## src/rtl/ripple_count_monitor.sv

```systemverilog
// ripple_count_monitor
// Samples a free-running count from an upstream ripple counter in another
// clock domain. The block keeps only values that hold steady for two samples,
// counts wrap-arounds to extend the range, and offers each new value on a
// valid/ready output. Values that arrive while the output is stalled are
// dropped and recorded in a sticky overrun flag.
module ripple_count_monitor #(
  parameter int WIDTH     = 4,
  parameter int EXT_WIDTH = 8
) (
  input  logic                       clk,
  input  logic                       reset,
  input  logic [WIDTH-1:0]           q_in,
  input  logic                       out_ready,
  input  logic                       ovr_clr,
  output logic                       out_valid,
  output logic [EXT_WIDTH+WIDTH-1:0] out_data,
  output logic                       overrun,
  output logic [EXT_WIDTH-1:0]       wrap_cnt
);

  typedef enum logic {
    INIT = 1'b0,
    RUN  = 1'b1
  } state_t;

  // Three-stage sampling pipeline. s1 may be metastable or skewed; s2 and s3
  // are compared to reject samples taken mid-ripple.
  logic [WIDTH-1:0] s1, s2, s3;
  logic [WIDTH-1:0] acc;
  state_t           state, state_nxt;

  // Counts edges since reset until s3 holds a real post-reset sample. Without
  // it, the zeros from reset would pass as a stable baseline.
  logic [1:0]       fill_cnt;

  logic [WIDTH-1:0]           acc_nxt;
  logic [EXT_WIDTH-1:0]       wrap_nxt;
  logic [EXT_WIDTH+WIDTH-1:0] out_data_nxt;
  logic                       out_valid_nxt;
  logic                       overrun_nxt;

  logic stable;
  logic pipe_full;
  logic accept;
  logic wrap_inc;
  logic can_load;
  logic drop;

  assign stable    = (s2 == s3);
  assign pipe_full = (fill_cnt == 2'd3);

  // Sampling pipeline and fill counter; these carry no decisions.
  always_ff @(posedge clk or posedge reset) begin
    // NOTE: sequential state uses non-blocking assignments so every register
    // samples its inputs from before the edge; blocking here would let s2 see
    // the new s1 in the same edge and collapse the pipeline.
    if (reset) begin
      s1       <= '0;
      s2       <= '0;
      s3       <= '0;
      fill_cnt <= '0;
    end else begin
      s1 <= q_in;
      s2 <= s1;
      s3 <= s2;
      if (!pipe_full) fill_cnt <= fill_cnt + 2'd1;
    end
  end

  // Next-state, accept/wrap detection and output-register update logic.
  always_comb begin
    // NOTE: every variable gets a default before any branch; a path that left
    // one unassigned would infer a latch.
    state_nxt     = state;
    acc_nxt       = acc;
    wrap_nxt      = wrap_cnt;
    out_data_nxt  = out_data;
    out_valid_nxt = out_valid;
    overrun_nxt   = overrun;
    accept        = 1'b0;
    wrap_inc      = 1'b0;
    can_load      = !out_valid || out_ready;
    drop          = 1'b0;

    unique case (state)
      INIT: begin
        // First trustworthy stable value becomes the baseline, silently.
        if (pipe_full && stable) begin
          acc_nxt   = s3;
          state_nxt = RUN;
        end
      end
      RUN: begin
        accept = stable && (s3 != acc);
      end
      default: state_nxt = INIT;
    endcase

    if (accept) begin
      acc_nxt  = s3;
      // Any numeric decrease is a wrap, including an upstream reset.
      wrap_inc = (s3 < acc);
      wrap_nxt = wrap_cnt + EXT_WIDTH'(wrap_inc);
    end

    // A transfer frees the output; an accept in the same edge may refill it.
    if (out_valid && out_ready) out_valid_nxt = 1'b0;

    if (accept && can_load) begin
      out_data_nxt  = {wrap_nxt, s3};
      out_valid_nxt = 1'b1;
    end

    drop = accept && !can_load;

    // A drop in the same edge as a clear wins, so no loss goes unreported.
    if (drop)         overrun_nxt = 1'b1;
    else if (ovr_clr) overrun_nxt = 1'b0;
  end

  // FSM and output registers.
  always_ff @(posedge clk or posedge reset) begin
    if (reset) begin
      state     <= INIT;
      acc       <= '0;
      wrap_cnt  <= '0;
      out_data  <= '0;
      out_valid <= 1'b0;
      overrun   <= 1'b0;
    end else begin
      state     <= state_nxt;
      acc       <= acc_nxt;
      wrap_cnt  <= wrap_nxt;
      out_data  <= out_data_nxt;
      out_valid <= out_valid_nxt;
      overrun   <= overrun_nxt;
    end
  end

endmodule

```

## config.mk

```make
export PLATFORM = sky130hd
export DESIGN_NAME = ripple_count_monitor
export DESIGN_NICKNAME = d
export VERILOG_FILES = /design/src/rtl/ripple_count_monitor.sv
export SDC_FILE = /design/constraint.sdc
export NUM_CORES = 1
export LEC_CHECK = 0
export CAP_MARGIN = 15
export CORE_MARGIN = 1.5
export CORE_UTILIZATION = 35
export CTS_CLUSTER_DIAMETER = 80
export DETAILED_ROUTE_END_ITERATION = 16
export PLACE_DENSITY = 0.66
export SLEW_MARGIN = 40
export SYNTH_ARGS = -nofsm -noshare
export SYNTH_HDL_FRONTEND = slang
export SYNTH_SLANG_ARGS = --single-unit
```

## constraint.sdc

```tcl
create_clock -name clk -period 2.3 [get_ports clk]
set_input_delay 0.575 -clock clk [delete_from_list [all_inputs] [get_ports clk]]
set_output_delay 0.575 -clock clk [all_outputs]
set_load 0.02 [all_outputs]
```

# After elaboration in Yosys (flattened, before gate mapping)

Cells that the tools add are included.

Register bits: 41
Input bits: 8
Logic and storage cells: 40

Add/sub/neg operators: 2
$lt $le $gt $ge: 1
Eq/ne operators: 4
Muxes and demuxes: 11
Reductions and logical operators: 12

Operators with widths:

| operator                                       | number |
|---|---|
| two-way mux 4 bit                              | 3 |
| adder 8 x 1 -> 8 bit                           | 1 |
| two-way mux 8 bit                              | 1 |
| two-way mux 1 bit                              | 7 |
| nonzero test 2 bit                             | 3 |
| logical AND 1 bit                              | 5 |
| equality test 4 bit                            | 1 |
| < comparator 4 bit                             | 1 |
| != test 4 bit                                  | 1 |
| adder 2 x 1 -> 2 bit (second input constant)   | 1 |
| equality test 2 bit (second input constant)    | 1 |
| logical NOT 1 bit                              | 2 |
| != test 2 x 1 -> 1 bit (second input constant) | 1 |
| AND reduction 2 bit                            | 1 |
| logical OR 1 bit                               | 1 |

# Logic depth before layout (Yosys ltp)

Gate-level depths: netlist of the first run.

Depth in word-level cells: 5
Mapped depth: 12
Gate-level depth less buffers: 12

# Worst setup path after synthesis of the first run

No wires, ideal clock.

Path type: register to register
Start point: register s3[1]
End point: register out_data[11]
Setup time: 0.125 ns
Arrival time: 2.117 ns
Path slack: 0.058 ns
Stages on the path, launching flop included: 11
Path buffers: 0
Period minus slack after synthesis: 2.242 ns
Cells stage by stage: dfrtp_1 -> ha_1 -> nor2b_1 -> o21ai_0 -> nand2b_1 -> a21oi_1 -> ha_1 -> nand4_1 -> nor3_1 -> xor2_1 -> mux2_4

Cells in the longest elaborated chain, start to end: 4

Ends and longest elaborated chain:

| element                                                                      | RTL line | RTL |
|---|---|---|
| from (decl)                                                                  | 29       | `logic [WIDTH-1:0] s1, s2, s3;` |
| from (signal assigned)                                                       | 61       | `s3 <= '0;` |
| from (signal assigned)                                                       | 66       | `s3 <= s2;` |
| parallel branches: the longest is 4 deep, another holds adder 8 x 1 -> 8 bit | --       |  |
| to (signal assigned)                                                         | 135      | `out_data <= out_data_nxt;` |
| to (decl)                                                                    | 17       | `output logic [EXT_WIDTH+WIDTH-1:0] out_data,` |

Parallel ways; which one is timed is not known.
A chain may end at the register's enable or synchronous reset.

# Final worst setup path of the first run

Start point: register s3[1]
End point: register out_data[8]

Same word-level chain as after synthesis.

==> out/results.tsv, run 1 <==
metric	value	unit
status	completed	
cellLeakagePower	1.00	nW
reg2reg_depth	11	
vias	1077	
crit_path_end	out_data[8]	
cts_inserted_buffers	5	
n_antenna_cell	0	
tightest_slew	0.499	ns
crit_buf_inv	1	
netlist.area_leader.share	58.6	%
dieArea	5430	µm²
slowest_stage	dfrtp_1	
synth_cell_types	24	
cts.sinks	41	
required	2.48	ns
ys_seq_area_share	58.6	%
synth_edf_count	0	
drive_above_1_share	29.2	%
max_freq	0.444	GHz
crit_fanout	2	
route.detailed.drc	0	
hold_viol_final	0	
clk_latency	0.30	ns
cts_tree	done	
regToRegEndpoint	out_data[8]	
grt_max_degree	42	
place_hpwl	2.14	mm
grt_pass1_wl	5.53	mm
fillCellCount	437	
coreArea	4790	µm²
end_kind	flip-flop	
power_density	894	nW/µm²
dpl_worst_slack	-0.0335	ns
fin_skew	0.00635	ns
cpPeakStageDelay	0.42	ns
cts_buffer_depth	2	
synth.avg_cell_area	14.1	µm²
start_kind	flip-flop	
max-cap-violations	0	
fin_crit_sh	98.0	%
die-width	73.7	µm
antenna_found_initial	0	
fin_ws	0.0463	ns
cp_cell_sequence	ha_4 > nor2b_4 > o21ai_2 > nand2b_1 > a21oi_2 > ha_2 > ha_4 > nand4_1 > buf_4 > xnor2_1 > mux2_4	
wire_per_inst	13.5	µm
synth-seq-cells	41	
slew_headroom	66.8	%
rows	25	
gp_congestion	0.716	
synth_nets	139	
path_common_cell	ha_4	
clk_pin_slew	0.08	ns
path_depth	11	
rsz0062_at_grt	true	
vias_per_cell	4.58	
antenna_left	0	
synthTopCellsByArea	dfrtp_1 (59%), mux2_4 (8.6%), mux2_2 (5.8%)	
ios	30	
start_util	36.6	%
hold_buffers	0	
synth.cell_area	1750	µm²
drtPass1Iterations	3	
ys.flop_type	dfrtp_1	
wl	3.18	mm
crit_type	flip-flop to flip-flop	
async_flop_share	100	%
area_delta_synth_final	32.6	%
arrival	2.44	ns
synth_largest_area_cell	dfrtp_1	
port_buffers	29	
placed_area	2160	µm²
fin_area	2320	µm²
grt-ovfl-total	0	
grt_pass1_vias	1197	
min_path_type	flip-flop to flip-flop	
r2r_setup_slack	0.05	ns
vdd_drop_max	0.513	mV
path_delay_family	adder cells	
synth_warnings	0	
die_h	73.7	µm
setup-violations-final	0	
cts_root_buf	clkbuf_8	
synth_cells	124	
r2r_start	s3[1]	
drt_iter0_drc	36	
maxSlewViolCount	0	
fin_crit	2.25	ns
globalRouteTotalUtil	14.0	%
cts_max_level	2	
fin_nets	182	
cp-startpoint	s3[1]	
synth_stat cells, drive strengths merged, types with 2 or more instances:
master,instances
and4,2
dfrtp,41
ha,7
inv,6
mux2,19
nand2,8
nand2b,2
nand3,4
nand4,4
nor2,4
xnor2,10
xor2,7
worst reg2reg max path: cells and delay by family (launching register included):
| kind | cells | cell delay, ns |
|---|---|---|
| adders and majority gates | 3 | 0.60 |
| xor gates and xnor gates | 1 | 0.11 |
| buffers and inverters | 1 | 0.18 |
| muxes | 1 | 0.25 |
| AOI/OAI and AO/OA | 2 | 0.24 |
| and+or+nand+nor | 3 | 0.33 |
| DFF | 1 | 0.42 |
layout by cell type (no fill, tap or decap):
| master | netlist | layout |
|---|---|---|
| and4_1 | 1 | 1 |
| dfrtp_1 | 41 | 41 |
| and4_4 | 1 | 1 |
| nor2b_4 | 0 | 1 |
| ha_4 | 0 | 2 |
| ha_1 | 7 | 4 |
| nand2_1 | 8 | 8 |
| xnor2_1 | 10 | 10 |
| nor2_2 | 0 | 1 |
| clkbuf_8 | 0 | 5 |
| mux2_4 | 10 | 10 |
| buf_6 | 0 | 1 |
| ha_2 | 0 | 1 |
| clkdlybuf4s50_1 | 0 | 29 |
| nor2_4 | 0 | 1 |
| nand4_1 | 4 | 4 |
| inv_1 | 6 | 5 |
| buf_4 | 0 | 8 |
| o211a_1 | 1 | 1 |
| o21ai_2 | 0 | 1 |
| inv_2 | 0 | 1 |
| o22ai_1 | 1 | 1 |
| mux2_2 | 9 | 9 |
| a21oi_2 | 0 | 1 |
| xor2_1 | 7 | 7 |
| nor3_2 | 0 | 1 |
| clkinvlp_4 | 0 | 3 |
| nand3_1 | 4 | 4 |
| nand2b_1 | 2 | 2 |
| nor2_1 | 4 | 2 |
| nor4_4 | 1 | 1 |
| a21o_2 | 1 | 1 |
sequential cells by signal (all words and copies together), names as in the netlist:
signal	count
wrap_cnt	8
acc	4
out_data	12
fill_cnt	2
out_valid	1
s3	4
state	1
s1	4
overrun	1
s2	4
how the worst min path moves through the flow:
stage | end | start | slack [ns] | cells past startpoint
after global placement | s2[2] | s1[2] | 0.33 | 0
final | s2[2] | s1[2] | 0.35 | 0
after detailed placement | s2[2] | s1[2] | 0.33 | 0
after CTS | s2[2] | s1[2] | 0.35 | 0
after floorplan | s2[0] | s1[0] | 0.33 | 0
after global routing | s2[3] | s1[3] | 0.37 | 0
stage by stage:
stage | total power [W] | utilization [%] | std cells | hold slack [ns] | TNS (ns)
floorplan | 0.00128 | - | 124 | 0.331 | 0
global route | 0.00220 | 48.5 | 235 | 0.375 | -0.0674
finish | 0.00208 | 48.5 | 235 | 0.352 | 0
detailed placement | 0.00154 | 45.2 | 226 | 0.335 | -0.0335
global placement | 0.00152 | 45.2 | 226 | 0.332 | 0
CTS | 0.00207 | 48.2 | 235 | 0.354 | -0.00365
report_power, final:
part | switching (W) | internal, W
Combinational | 0.000310 | 0.000374
Clock | 0.000257 | 0.000213
Sequential | 0.0000841 | 0.000837
timing repair:
item	4_1_cts	5_1_grt
pin swaps	3	4
setup buffers	1	0
resized for setup	11	3
gates cloned	0	0
setup endpoints to repair	8	11
final cells by class:
class / instances / area [µm²] / share of cell area [%]
clock buffer: 5 / 68.8 / 2.96
clock inverter: 3 / 22.5 / 0.970
inverter: 6 / 22.5 / 0.970
multi-input combinational: 75 / 736 / 31.7
sequential: 41 / 1030 / 44.2
tap: 67 / 83.8 / 3.61
timing repair buffer: 38 / 362 / 15.6
routing by layer:
metal	up-vias	share of wire [%]	GRT usage (%)
met3	8	3.1	3.29
met2	28	52	25.2
li1	508	-	-
met1	533	43	15.3
met5	-	0	0
met4	0	2.4	6.79
logic make-up after synthesis:
kind of cell | after synthesis | share of synthesized area (%)
fa+ha+maj | 7 | 5.00
xor+xnor | 17 | 8.51
simple gates | 27 | 8.86
buf+inv | 8 | 2.64
mux | 19 | 14.4
compound gates | 5 | 2.00
flops | 41 | 58.6
Power figures use the tool's default switching activity.
==> run 2, diff against run 1 <==
- RECOVER_POWER: not set -> 50
==> out/results.tsv, run 2 (synthesized netlist as in run 1, its figures left out) <==
metric	value	unit	change
status	completed		
fin_ws	0.0463	ns	-0.00000420 ns
drt_iter0_drc	36		unchanged
grt-ovfl-total	0		unchanged
grtUsageMet1	15.3	%	unchanged
rsz0062_at_grt	true		
wl	3.18	mm	unchanged
power_density	894	nW/µm²	about the same
cellLeakagePower	1.00	nW	about the same
n_antenna_cell	0		unchanged
arrival	2.44	ns	about the same
min_from	s1[2]		
port_buffers	29		unchanged
end_kind	flip-flop		
crit_fanout	2		unchanged
cts_max_level	2		unchanged
dieArea	5430	µm²	unchanged
reg.largest.list	out_data x12, wrap_cnt x8		
regToRegEndpoint	out_data[8]		
placed_area	2160	µm²	unchanged
clk_pin_slew	0.08	ns	about the same
multi_input_area	736	µm²	unchanged
slew_headroom	34.8	%	-32 points
cts_inserted_buffers	5		unchanged
cts_buffer_depth	2		unchanged
fin_area	2320	µm²	-0.11%
cts_tree	done		
setup-violations-final	0		unchanged
dpl_worst_slack	-0.0335	ns	unchanged
grt_busiest_layer	met2		
die-width	73.7	µm	unchanged
hold_buffers	0		unchanged
whs	0.352	ns	unchanged
max-cap-violations	0		unchanged
min_path_type	flip-flop to flip-flop		
required	2.48	ns	about the same
fin_nets	182		unchanged
grt_max_degree	42		unchanged
fin_crit	2.25	ns	+0.00000420 ns
cts.sinks	41		unchanged
most-common-layout-cells	dfrtp_1 (41), clkdlybuf4s50_1 (24), mux2_4 (10), xnor2_1 (10), mux2_2 (9)		
grt_pass1_wl	5.53	mm	unchanged
r2r_setup_slack	0.05	ns	about the same
area_delta_synth_final	32.5	%	
globalRouteTotalUtil	14.0	%	unchanged
fin_crit_sh	98.0	%	about the same
ios	30		unchanged
vdd_drop_max	0.513	mV	about the same
hold_viol_final	0		unchanged
largest_register_ffs	12		unchanged
coreArea	4790	µm²	unchanged
max_freq	0.444	GHz	about the same
tightest_slew	0.979	ns	+0.480 ns
r2r_start	s3[1]		
reg2reg_depth	11		unchanged
antenna_found_initial	0		unchanged
fillCellCount	438		+0.23%
start_kind	flip-flop		
start_util	36.6	%	unchanged
route.detailed.drc	0		unchanged
die_h	73.7	µm	unchanged
clk_latency	0.30	ns	about the same
gp_congestion	0.716		unchanged
fin_util	48.4	%	-0.052 points
antenna_left	0		unchanged
cts_root_buf	clkbuf_8		
use_met3	3.29	%	unchanged
rows	25		unchanged
maxSlewViolCount	0		unchanged
wire_per_inst	13.5	µm	unchanged
drive_above_1_share	29.2	%	unchanged
largest-register	out_data		
grt_util_met2	25.2	%	unchanged
final_common_cell	dfrtp_1		
vias_per_cell	4.58		unchanged
hold_end	s2[2]		
place_hpwl	2.14	mm	unchanged
ff_latch_area	1030	µm²	unchanged
crit_type	flip-flop to flip-flop		
drtPass1Iterations	3		unchanged
grt_pass1_vias	1197		unchanged
fin_skew	0.00635	ns	+0.00000277 ns
whs_path_depth	0		unchanged
vias	1077		unchanged
==> run 2: where the power goes <==
group	internal, W	total [W]	switching (W)
combinational	0.000372	0.000682	0.000310
sequential	0.000837	0.000921	0.0000841
clock	0.000213	0.000470	0.000257
==> run 2: stage by stage <==
stage               std cells  total power, W  setup TNS, ns
floorplan                 124         0.00128              0
detailed placement        226         0.00154        -0.0335
global route              235         0.00220        -0.0674
global placement          226         0.00152              0
finish                    235         0.00207              0
CTS                       235         0.00207       -0.00365
==> run 2: final cells by class <==
class	count	share of cell area (%)
Sequential cell	41	44.3
Multi-Input combinational cell	75	31.7
Timing Repair Buffer	38	15.5
Tap cell	67	3.62
Clock buffer	5	2.97
Clock inverter	3	0.971
Inverter	6	0.971
==> run 2: worst max-delay path by stage <==
stage                 from           end  slack [ns]  cells past startpoint
finish               s3[1]   out_data[8]        0.05                     11
global route        acc[1]   out_data[8]       -0.05                     12
global placement    acc[1]  out_data[10]        0.02                     12
detailed placement  acc[1]  out_data[10]       -0.03                     12
CTS                  s3[1]   out_data[8]      -0.004                     11
floorplan            s3[1]  out_data[11]        0.06                     10
==> run 2: repair_timing <==
item                                   4_1_cts  5_1_grt
resized for setup                           11        3
endpoints found under the hold margin        0        0
pin swaps                                    3        4
setup endpoints to repair                    8       11
setup buffers                                1        0
==> run 2: metal layers <==
layer | vias to the layer above | part of all wire [%]
li1 | 508 | -
met1 | 533 | 43
met2 | 28 | 52
met4 | 0 | 2.4
met3 | 8 | 3.1
met5 | - | 0
==> run 2: worst max-delay path, stage by stage (launching register included) <==
cell	delay, ns
dfrtp_1	0.42
ha_4	0.25
nor2b_4	0.12
o21ai_2	0.12
nand2b_1	0.09
a21oi_2	0.12
ha_2	0.21
ha_4	0.14
nand4_1	0.12
buf_4	0.18
xnor2_1	0.11
mux2_4	0.25
